<file path="src/rtl/if_prefetch_pkg.sv">
// Shared fetch-path types and constants: queue entry layout, halt opcode, fetch FSM states.
package risc_pkg;

    localparam int XLEN = 32;
    localparam int OPC_HI = 31;
    localparam int OPC_LO = 26;
    localparam logic [5:0] OPC_HALT = 6'b111111;

    typedef struct packed {
        logic [XLEN-1:0] ir;
        logic [XLEN-1:0] npc;
    } fetch_entry_t;

    typedef enum logic [1:0] {
        IDLE,
        RUN,
        HALTED
    } fsm_t;

endpackage

</file>
<file path="src/rtl/if_prefetch_if.sv">
// Fetch-unit bus: instruction-memory request/response plus the decode-side valid/ready head.
interface if_prefetch_if #(
    parameter int XLEN    = 32,
    parameter int IMEM_AW = 10
);
    logic               imem_req;
    logic [IMEM_AW-1:0] imem_addr;
    logic [XLEN-1:0]    imem_rdata;
    logic               id_valid;
    logic               id_ready;
    logic [XLEN-1:0]    id_ir;
    logic [XLEN-1:0]    id_npc;

    modport master (
        output imem_req, imem_addr, id_valid, id_ir, id_npc,
        input  imem_rdata, id_ready
    );

    modport slave (
        input  imem_req, imem_addr, id_valid, id_ir, id_npc,
        output imem_rdata, id_ready
    );
endinterface

</file>
<file path="src/rtl/if_prefetch_fifo.sv">
// Circular prefetch queue of {ir, npc} entries with push/pop/flush and an occupancy count.
module if_prefetch_fifo #(
    parameter int DEPTH = 4,
    localparam int AW = $clog2(DEPTH)
) (
    input  logic                   clk,
    input  logic                   rst_n,
    input  logic                   push,
    input  risc_pkg::fetch_entry_t wdata,
    input  logic                   pop,
    input  logic                   flush,
    output risc_pkg::fetch_entry_t head,
    output logic [AW:0]            count
);
    import risc_pkg::*;

    localparam logic [AW:0] ONE = 1;
    localparam logic [AW:0] FULL = (AW+1)'(DEPTH);

    fetch_entry_t    mem [DEPTH];
    logic [AW-1:0]   wr_ptr;
    logic [AW-1:0]   rd_ptr;

    always_ff @(posedge clk or negedge rst_n) begin
        if (!rst_n) begin
            wr_ptr <= '0;
            rd_ptr <= '0;
            count  <= '0;
            for (int unsigned i = 0; i < DEPTH; i++) begin
                mem[i] <= '0;
            end
        end else if (flush) begin
            wr_ptr <= '0;
            rd_ptr <= '0;
            count  <= '0;
        end else begin
            if (push) begin
                mem[wr_ptr] <= wdata;
                wr_ptr      <= wr_ptr + 1'b1;
            end
            if (pop) begin
                rd_ptr <= rd_ptr + 1'b1;
            end
            unique case ({push, pop})
                2'b10:   count <= count + ONE;
                2'b01:   count <= count - ONE;
                default: ;
            endcase
        end
    end

    assign head = mem[rd_ptr];

    // Slots are reserved at issue time, so a push into a full queue means the accounting broke.
    assert property (@(posedge clk) disable iff (!rst_n)
        !(push && !pop && !flush && count == FULL));

endmodule

</file>
<file path="src/rtl/if_prefetch.sv">
// Instruction-fetch front end: sequential imem prefetch into a small queue, redirect flush, decode handshake.
// Optional IF_HALT_STOP_EN: a captured halt opcode stops fetch until the next redirect.
module if_prefetch #(
    parameter int XLEN    = risc_pkg::XLEN,
    parameter int IMEM_AW = 10,
    parameter int DEPTH   = 4
) (
    input  logic               clk,
    input  logic               rst_n,
    if_prefetch_if.master      bus,
    input  logic               redir_valid,
    input  logic [IMEM_AW-1:0] redir_pc,
    input  logic               hlt
);
    import risc_pkg::*;

    localparam int CW = $clog2(DEPTH) + 1;

    fsm_t               state;
    fsm_t               state_nxt;
    logic [IMEM_AW-1:0] pc;
    logic [IMEM_AW-1:0] infl_addr;
    logic [IMEM_AW-1:0] infl_next;
    logic               inflight;
    logic               issue;
    logic               capture;
    logic               pop;
    logic               halt_hit;
    logic [CW-1:0]      count;
    logic [CW:0]        occupancy;
    fetch_entry_t       enq;
    fetch_entry_t       head;

    // A response returning in a redirect cycle is dropped here; the fifo flush drops everything queued.
    assign capture   = inflight && !redir_valid;
    assign infl_next = infl_addr + IMEM_AW'(1);
    assign occupancy = {1'b0, count} + (CW+1)'(inflight);

    always_comb begin
        enq.ir  = bus.imem_rdata;
        enq.npc = XLEN'(infl_next);
    end

`ifdef IF_HALT_STOP_EN
    assign halt_hit = capture && (state == RUN) && (enq.ir[OPC_HI:OPC_LO] == OPC_HALT);
`else
    assign halt_hit = 1'b0;
`endif

    always_ff @(posedge clk or negedge rst_n) begin
        if (!rst_n) begin
            state <= IDLE;
        end else begin
            state <= state_nxt;
        end
    end

    always_comb begin
        state_nxt = state;
        unique case (state)
            IDLE:    state_nxt = RUN;
            RUN:     if (halt_hit) state_nxt = HALTED;
            HALTED:  if (redir_valid) state_nxt = RUN;
            default: state_nxt = IDLE;
        endcase
    end

    always_comb begin
        issue         = (state == RUN) && !hlt && !redir_valid
                        && (occupancy < (CW+1)'(DEPTH));
        pop           = bus.id_valid && bus.id_ready;
        bus.imem_req  = issue;
        bus.imem_addr = pc;
        bus.id_valid  = (count != '0);
        bus.id_ir     = head.ir;
        bus.id_npc    = head.npc;
    end

    // pc is the next address to request, so a redirect loads the target itself and the issue bumps it.
    // The request issued alongside a captured halt word is killed: it lies past the halt.
    always_ff @(posedge clk or negedge rst_n) begin
        if (!rst_n) begin
            pc        <= '0;
            inflight  <= 1'b0;
            infl_addr <= '0;
        end else begin
            if (redir_valid) begin
                pc <= redir_pc;
            end else if (issue) begin
                pc <= pc + IMEM_AW'(1);
            end
            inflight <= issue && !halt_hit;
            if (issue) begin
                infl_addr <= pc;
            end
        end
    end

    if_prefetch_fifo #(
        .DEPTH(DEPTH)
    ) u_fifo (
        .clk   (clk),
        .rst_n (rst_n),
        .push  (capture),
        .wdata (enq),
        .pop   (pop),
        .flush (redir_valid),
        .head  (head),
        .count (count)
    );

endmodule
</file>
<file path="src/flat_wrapper.sv">
// flat-port wrapper written by rule: the top's interface ports become plain ports
module if_prefetch_flat import risc_pkg::*;
#(
    parameter int XLEN    = risc_pkg::XLEN,
    parameter int IMEM_AW = 10,
    parameter int DEPTH   = 4
)
  (clk, rst_n, redir_valid, redir_pc, hlt, bus_imem_req, bus_imem_addr, bus_id_valid, bus_id_ir, bus_id_npc, bus_imem_rdata, bus_id_ready);
  if_prefetch_if #(.XLEN(XLEN), .IMEM_AW(IMEM_AW)) bus_i ();
  input  logic clk;
  input  logic rst_n;
  input  logic redir_valid;
  input  logic [IMEM_AW-1:0] redir_pc;
  input  logic hlt;
  output wire logic [$bits(bus_i.imem_req)-1:0] bus_imem_req;
  output wire logic [$bits(bus_i.imem_addr)-1:0] bus_imem_addr;
  output wire logic [$bits(bus_i.id_valid)-1:0] bus_id_valid;
  output wire logic [$bits(bus_i.id_ir)-1:0] bus_id_ir;
  output wire logic [$bits(bus_i.id_npc)-1:0] bus_id_npc;
  input wire logic [$bits(bus_i.imem_rdata)-1:0] bus_imem_rdata;
  input wire logic [$bits(bus_i.id_ready)-1:0] bus_id_ready;
  assign bus_imem_req = bus_i.imem_req;
  assign bus_imem_addr = bus_i.imem_addr;
  assign bus_id_valid = bus_i.id_valid;
  assign bus_id_ir = bus_i.id_ir;
  assign bus_id_npc = bus_i.id_npc;
  assign bus_i.imem_rdata = bus_imem_rdata;
  assign bus_i.id_ready = bus_id_ready;
  if_prefetch #(.XLEN(XLEN), .IMEM_AW(IMEM_AW), .DEPTH(DEPTH)) u_core (.clk(clk), .rst_n(rst_n), .bus(bus_i), .redir_valid(redir_valid), .redir_pc(redir_pc), .hlt(hlt));
endmodule
</file>
<file path="config.mk">
export PLATFORM = sky130hd
export DESIGN_NAME = if_prefetch_flat
export DESIGN_NICKNAME = d
export VERILOG_FILES = /design/src/rtl/if_prefetch_pkg.sv /design/src/rtl/if_prefetch_if.sv /design/src/rtl/if_prefetch_fifo.sv /design/src/rtl/if_prefetch.sv /design/src/flat_wrapper.sv
export SDC_FILE = /design/constraint.sdc
export NUM_CORES = 1
export LEC_CHECK = 0
export CORE_ASPECT_RATIO = 1.1
export CORE_UTILIZATION = 50
export CTS_CLUSTER_DIAMETER = 30
export CTS_CLUSTER_SIZE = 12
export DETAILED_ROUTE_END_ITERATION = 8
export GPL_TIMING_DRIVEN = 1
export HOLD_SLACK_MARGIN = 0.02
export PLACE_DENSITY_LB_ADDON = 0.2
export SETUP_SLACK_MARGIN = 0.02
export SLEW_MARGIN = 20
export SYNTH_ARGS = -nofsm -noshare
export SYNTH_HDL_FRONTEND = slang
export SYNTH_SLANG_ARGS = --single-unit
</file>
<file path="constraint.sdc">
create_clock -name clk -period 2.3 [get_ports clk]
set_clock_uncertainty 0.15 [all_clocks]
set_input_delay 0.46 -clock clk [delete_from_list [all_inputs] [get_ports clk]]
set_output_delay 0.46 -clock clk [all_outputs]
set_load 0.05 [all_outputs]
</file>
== After elaboration in Yosys (flattened, before gate mapping) ==
Cells that the tools add are included.

* Bits in registers: 286
* Bits in latches: 0
* Memory bits (writable): 0
* ROM bits: 0
* Word-level logic and storage cells: 67
* Memories: 0

* $add $sub $neg: 7
* Multiply operators: 0
* Div/mod/pow operators: 0
* Order comparisons: 4
* Eq/ne operators: 5
* Shifts and indexed selects: 0
* Muxes and demuxes: 16
* Bitwise logic cells: 4
* Reduce and logical (&&, ||, !) cells: 16

{| class="wikitable"
|+ Operators with widths
! kind !! count
|-
| bitwise mux 256 bit || 1
|-
| 2-to-1 mux 64 bit || 3
|-
| binary-select mux 64 bit (select 2 bit) || 1
|-
| demux 64 bit (select 2 bit) || 1
|-
| adder 10 x 1 -> 10 bit, second input constant || 2
|-
| 2-to-1 mux 10 bit || 2
|-
| 2-to-1 mux 2 bit || 5
|-
| greater-or-equal comparator 3 bit, second input constant || 2
|-
| logical AND 1 bit || 6
|-
| inverter 2 -> 3 bit || 2
|-
| one-hot mux 2 bit (3 select lines) || 1
|-
| one-hot mux 3 bit (2 select lines) || 1
|-
| nonzero test 2 bit || 3
|-
| nonzero test 3 bit || 2
|-
| adder 2 x 1 -> 2 bit, second input constant || 2
|-
| adder 3 x 1 -> 4 bit || 1
|-
| == test 2 x 1 -> 1 bit, second input constant || 2
|-
| == test 2 bit, second input constant || 2
|-
| less-than comparator 4 x 3 -> 1 bit, second input constant || 1
|-
| AND reduction 2 bit || 2
|-
| adder 3 x 1 -> 3 bit, second input constant || 1
|-
| less-than comparator 3 x 1 -> 1 bit, second input constant || 1
|-
| 2-to-1 mux 3 bit || 1
|-
| subtractor 3 x 1 -> 3 bit, second input constant || 1
|-
| 4 further kinds || 6
|}

== Longest topological paths before layout ==
* Depth in word-level cells: 6
* Depth in mapped cells: 9
* Gate-level depth less buffers: 7

== Cells and area by module ==
From an unflattened synthesis, not the netlist that was laid out.

* Cells, all modules: 790
* Area total of the unflattened synthesis: 13759.4 um^2

{| class="wikitable"
|+ Modules (own cells, without submodules)
! module !! times used !! cells an instance !! area an instance (um^2) !! seq. area each (um^2)
|-
| if_prefetch_fifo || 1 || 656 || 12549.5 || 6581.3
|-
| if_prefetch || 1 || 134 || 1209.9 || 550.5
|}

== Least setup slack after synthesis ==
OpenSTA, ideal clock, no wires.

* Path kind: register to register
* Start: reg u_core.u_fifo.count[0]
* End: reg u_core.u_fifo.count[2]
* Setup time: 131 ps
* Arrival time: 1925 ps
* Data required time: 2019 ps
* Setup slack: 93 ps
* Stages on the path, launching flop included: 8
* Period minus slack after synthesis: 2207 ps
* Path through: dfrtp_1 -> o31a_1 -> nor2b_1 -> fa_1 -> or2_2 -> mux2i_1 -> xnor2_1 -> nor2_1

* Word-level cells in the longest chain between the ends: 5
* Elaborated cells on any way between the ends: 9
* Classes of those cells: add/sub: 2; eq/ne: 2; mux: 2; reduce/logical: 3

{| class="wikitable"
|+ Ends and longest elaborated chain
! item !! line !! source
|-
| start, declared || if_prefetch_fifo.sv:13 || <nowiki>output logic [AW:0] count</nowiki>
|-
| start signal, assigned || if_prefetch_fifo.sv:45 || <nowiki>2'b10: count <= count + ONE;</nowiki>
|-
| start signal, assigned || if_prefetch_fifo.sv:46 || <nowiki>2'b01: count <= count - ONE;</nowiki>
|-
| parallel branches: the longest is 5 deep, another holds subtractor 3 x 1 -> 3 bit || - ||
|}

Several ways; the timed one is not identified.
A chain may end at the register's enable or synchronous reset.

== Final worst setup path ==
* Start: reg u_core.u_fifo.rd_ptr[0]
* End: out bus_id_ir[14]

* Word-level cells in the longest chain between the ends: 4

{| class="wikitable"
|+ Ends and longest elaborated chain
! item !! line !! source
|-
| start, declared || if_prefetch_fifo.sv:22 || <nowiki>logic [AW-1:0] rd_ptr;</nowiki>
|-
| start signal, assigned || if_prefetch_fifo.sv:42 || <nowiki>rd_ptr <= rd_ptr + 1'b1;</nowiki>
|-
| inverter 2 -> 3 bit (not written as such) || if_prefetch_fifo.sv:52 || <nowiki>assign head = mem[rd_ptr];</nowiki>
|-
| binary-select mux 64 bit (select 2 bit) || if_prefetch_fifo.sv:52 ||
|-
| 2-to-1 mux 64 bit (not written as such) (2 in series) || if_prefetch_fifo.sv:52 ||
|-
| end, declared || flat_wrapper.sv:18 || <nowiki>output wire logic [$bits(bus_i.id_ir)-1:0] bus_id_ir;</nowiki>
|}

No other way between the ends. The select of a mux whose other input is x is not followed.

==> impl_summary.txt <==
----------------------------------------------------
[Outcome]
  Run status ... finished with violations
  Violations in the final reports ... negative setup slack

[Drt]
  Number of iterations in the first detailed-routing pass ... 4
  First DRT Iteration DRCs ... between 200 and 250
  Wire length reported by the detailed router ... 18.1 mm
  Wire per inst ... 18.2 µm
  Number of routed nets with antenna violations ... 0
  Post-detailed-route via-to-cell ratio ... between 5 and 6
  Vias ... 5426
  Remaining DRCs ... 0

[Yosys]
  Dominant cell type by area after synthesis ... dfrtp_1
  Proportion of netlist area held by the largest area contributor ... 55.4%
  Most common library cells after synthesis ... dfrtp_1 (197), mux2_2 (132), nand2_1 (78), mux4_2 (42), o21ai_0 (39)
  Async set-or-reset flop fraction in the synthesized netlist ... 100%
  Warnings from Yosys ... 0
  EDFF count, synth ... 0
  Count of different cell masters after synthesis ... 38
  Post-synthesis sequential area ratio ... 55.4%
  Library cell with the highest instance count after synthesis ... dfrtp_1
  Netlist area before placement ... 0.00889 mm²
  Post-Synthesis Cells ... 635
  Syn Area/Cell ... around 14 µm²
  Top post-synthesis cells by area ... dfrtp_1 (55%), mux2_2 (17%), mux4_2 (11%), nand2_1 (3.3%), buf_4 (3.0%)
  Post-synthesis sequential element count ... 197
  Primary flip-flop cell chosen by synthesis mapping ... dfrtp_1

[Placement]
  RD Place Congestion ... 0.765
  IO buf count ... 100
  DPL Wire Length ... 11.8 mm

[Critical path]
  Critical path type ... flip-flop to primary output
  End of the worst register-to-register path ... u_core.u_fifo.count[2]$_DFFE_PN0P_
  Start point of the critical path ... u_core.u_fifo.rd_ptr[0]$_DFFE_PN0P_
  Startpoint types ... flip-flop
  Critical path's slowest cell ... dfrtp_4
  Internal reg-to-reg setup slack ... 0.12 ns
  Critical-path maximum fanout ... 7
  Chain of cells forming the critical path ... buf_4, buf_16, mux4_2, buf_6
  Depth of the most critical reg-to-reg path ... 7
  Data arrival at the endpoint of the critical path ... about 1.9 ns
  Endpoint of the most critical setup path ... bus_id_ir[14]
  Critical Path Max Stage Delay ... 0.51 ns
  CP endpoint kind ... primary output
  Worst flop-to-flop path startpoint ... u_core.u_fifo.count[2]$_DFFE_PN0P_
  WP data required ... ~1.7 ns

[STA]
  RSZ-0062 raised after global routing ... true
  Relative slew slack ... 62.4%
  Post-layout minimum cycle time ... 2.48 ns
  F_max ... 403 MHz
  Slack of the critical path ... -0.180 ns
  Fraction of the cycle the final worst path needs ... 108%
  Final-report setup violation count ... 42
  Final Max Tran Viols ... 0
  Actual transition at the worst max-transition pin ... 0.563 ns
  Final total negative setup slack ... -6.33 ns
  Number of hold violations in the final report ... 0

[Clock network]
  CTS tree ... yes
  Number of H-tree levels ... 4
  Register clock-pin slew on the reported worst setup and hold paths ... 0.07 ns
  Num CTS Buffers ... 17
  Clock insertion delay at the later pin of the skew report ... roughly 0.43 ns
  Number of buffers between clock root and the deepest sink ... 2
  Cell chosen for the clock root ... clkbuf_16
  Clock net sink count ... 197

[Floorplanning]
  Core ar. ... between 0.015 and 0.02 mm²
  DIE AREA ... 0.0183 mm²
  Die Y ... 142 µm
  Starting density of the core ... 51.7%
  Row count ... 50
  Die width ... between 100 and 150 µm
  Top-level port count ... around 120

[Global routing]
  Peak-usage layer in the global routing report ... met2
  Met1 Resource Use GR ... 27.5%
  Number of global-route vias before repair ... 5922
  Largest net degree at the start of global routing ... 63
  Number of antenna violations at the first check in global routing ... 0
  Global-route met2 utilization ... 37.4%
  Wire length of the first global-routing pass ... between 20 and 30 mm
  GR Util met3 ... under 10%
  Global-route congestion overflow total ... 0
  Total global-route track usage ... 21.5%

[Cells and area]
  Fillcell total ... 1232
  Post-layout net count ... 805
  Synth-to-Final Area Change ... 25.0%
  Antenna Cells ... 0
  Layout cells sized above 1 ... 38.6%
  Share of the core filled with cells ... 64.6%

[Worst hold path]
  Kind of path behind the tightest hold check ... flip-flop to flip-flop
  Depth of the worst hold-timing path ... 2

[Power]
  Leak ... approximately 0.0052 µW
  Worst-case vdd ir drop ... about 0.64 mV
  Power Total ... ~13000 µW
  Internal Power ... 8350 µW
  Switching part of the total power ... 34.7%
  Power per cell area ... 1150 mW/mm²
  Part of the power in combinational logic ... a little under two fifths
  Power spent charging and discharging nets ... 4430 µW
  Fraction of power consumed by the clock network ... roughly 27%
  Portion of total power attributed to sequential cells ... about a third

[Flow run]
  Number of max-cap violations ... 0

----------------------------------------------------
[stage by stage]
step | setup WS, ns | cells | hold slack [ns] | instance area [µm²]
CTS | -0.208 | 997 | 0.332 | 11100
finish | -0.180 | 998 | 0.329 | 11100
floorplan | 0.0933 | 656 | 0.0144 | 8970
global route | -0.239 | 998 | 0.354 | 11100
global placement | -0.111 | 960 | 0.306 | 10200
detailed placement | -0.172 | 960 | 0.316 | 10200
[critical path: cells and delay by family (launching register included)]
family   cells  cell delay (ns)
mux          1             0.43
buf+inv      3             0.49
flops        1             0.51
[layout make-up]
class | instances | area, µm² | share of cell area [%]
Clock inverter | 11 | 244 | 2.19
Tap cell | 234 | 293 | 2.63
Sequential cell | 197 | 4930 | 44.4
Multi-Input combinational cell | 396 | 3670 | 33.0
Inverter | 4 | 15.0 | 0.135
Clock buffer | 21 | 470 | 4.23
Timing Repair Buffer | 135 | 1500 | 13.4
[state kept, by name, indices dropped and copies added, names as in the netlist]
register              flops
u_core.bus.imem_addr     10
u_core.inflight           1
u_core.state              1
u_core.u_fifo.count       3
u_core.u_fifo.mem       168
u_core.u_fifo.wr_ptr      2
u_core.infl_addr         10
u_core.u_fifo.rd_ptr      2
[power by group through the flow]
stage                     registers (µW)  clock network (µW)  logic [µW]
after floorplan                     4520                   0        3140
after global placement              4500                   0        4390
after detailed placement            4560                   0        4490
after CTS                           4500                3560        4810
after global routing                4590                3700        5040
final                               4500                3500        4770
[how the worst min path moves through the flow]
stage | from | end | slack, ns
6_report | u_core.u_fifo.mem[0]$_DFFE_PN0P_ | u_core.u_fifo.mem[0]$_DFFE_PN0P_ | 0.33
3_5_place_dp | u_core.u_fifo.mem[73]$_DFFE_PN0P_ | u_core.u_fifo.mem[73]$_DFFE_PN0P_ | 0.32
2_1_floorplan | rst_n | u_core.bus.imem_addr[0]$_DFFE_PN0P_ | 0.01
3_3_place_gp | u_core.u_fifo.mem[194]$_DFFE_PN0P_ | u_core.u_fifo.mem[194]$_DFFE_PN0P_ | 0.31
4_1_cts | u_core.u_fifo.mem[66]$_DFFE_PN0P_ | u_core.u_fifo.mem[66]$_DFFE_PN0P_ | 0.33
5_1_grt | u_core.u_fifo.mem[64]$_DFFE_PN0P_ | u_core.u_fifo.mem[64]$_DFFE_PN0P_ | 0.35
[cells in the final DEF (no fill, tap or decap), types with 3 or more instances in the layout]
master / synthesis / layout
dlygate4sd2_1: 0 / 9
clkbuf_8: 0 / 4
xor2_1: 9 / 9
nand4_1: 4 / 4
o21ai_0: 39 / 39
xnor2_1: 5 / 5
nand3_1: 6 / 6
mux2_2: 132 / 132
nor2_1: 8 / 8
nand2_2: 1 / 5
a221o_1: 5 / 5
ha_1: 6 / 6
clkdlybuf4s50_1: 0 / 44
bufinv_16: 0 / 7
dfrtp_1: 197 / 195
nor3_1: 3 / 3
buf_6: 0 / 37
inv_1: 4 / 3
o21bai_1: 4 / 4
mux2i_1: 3 / 3
buf_4: 35 / 26
conb_1: 2 / 23
buf_12: 0 / 13
and3_1: 4 / 4
mux4_2: 42 / 42
nor3b_1: 3 / 3
clkbuf_16: 0 / 17
nand2_1: 78 / 74
[routing by layer]
layer	share of wire (%)	wire length [µm]
met3	3.8	690
met4	0.96	175
met1	43	7780
met5	0	0
met2	52	9490
[repair_timing]
action | in CTS | in global routing
endpoints found under the setup margin | 52 | 45
setup buffers | 3 | 1
hold buffers | 1 | 0
endpoints found under the hold margin | 58 | 0
resized for setup | 48 | 3
cloned | 1 | 0
pin swaps | 2 | 3
[kinds of logic after synthesis]
logic type,Yosys count,share of synthesized area [%]
compound gates,59,4.09
other cells,2,0.0844
flops,197,55.4
mux,177,27.7
simple gates,116,5.92
xor+xnor,14,1.38
fa+ha+maj,7,1.07
buf+inv,63,4.33
Power figures use the tool's default switching activity.
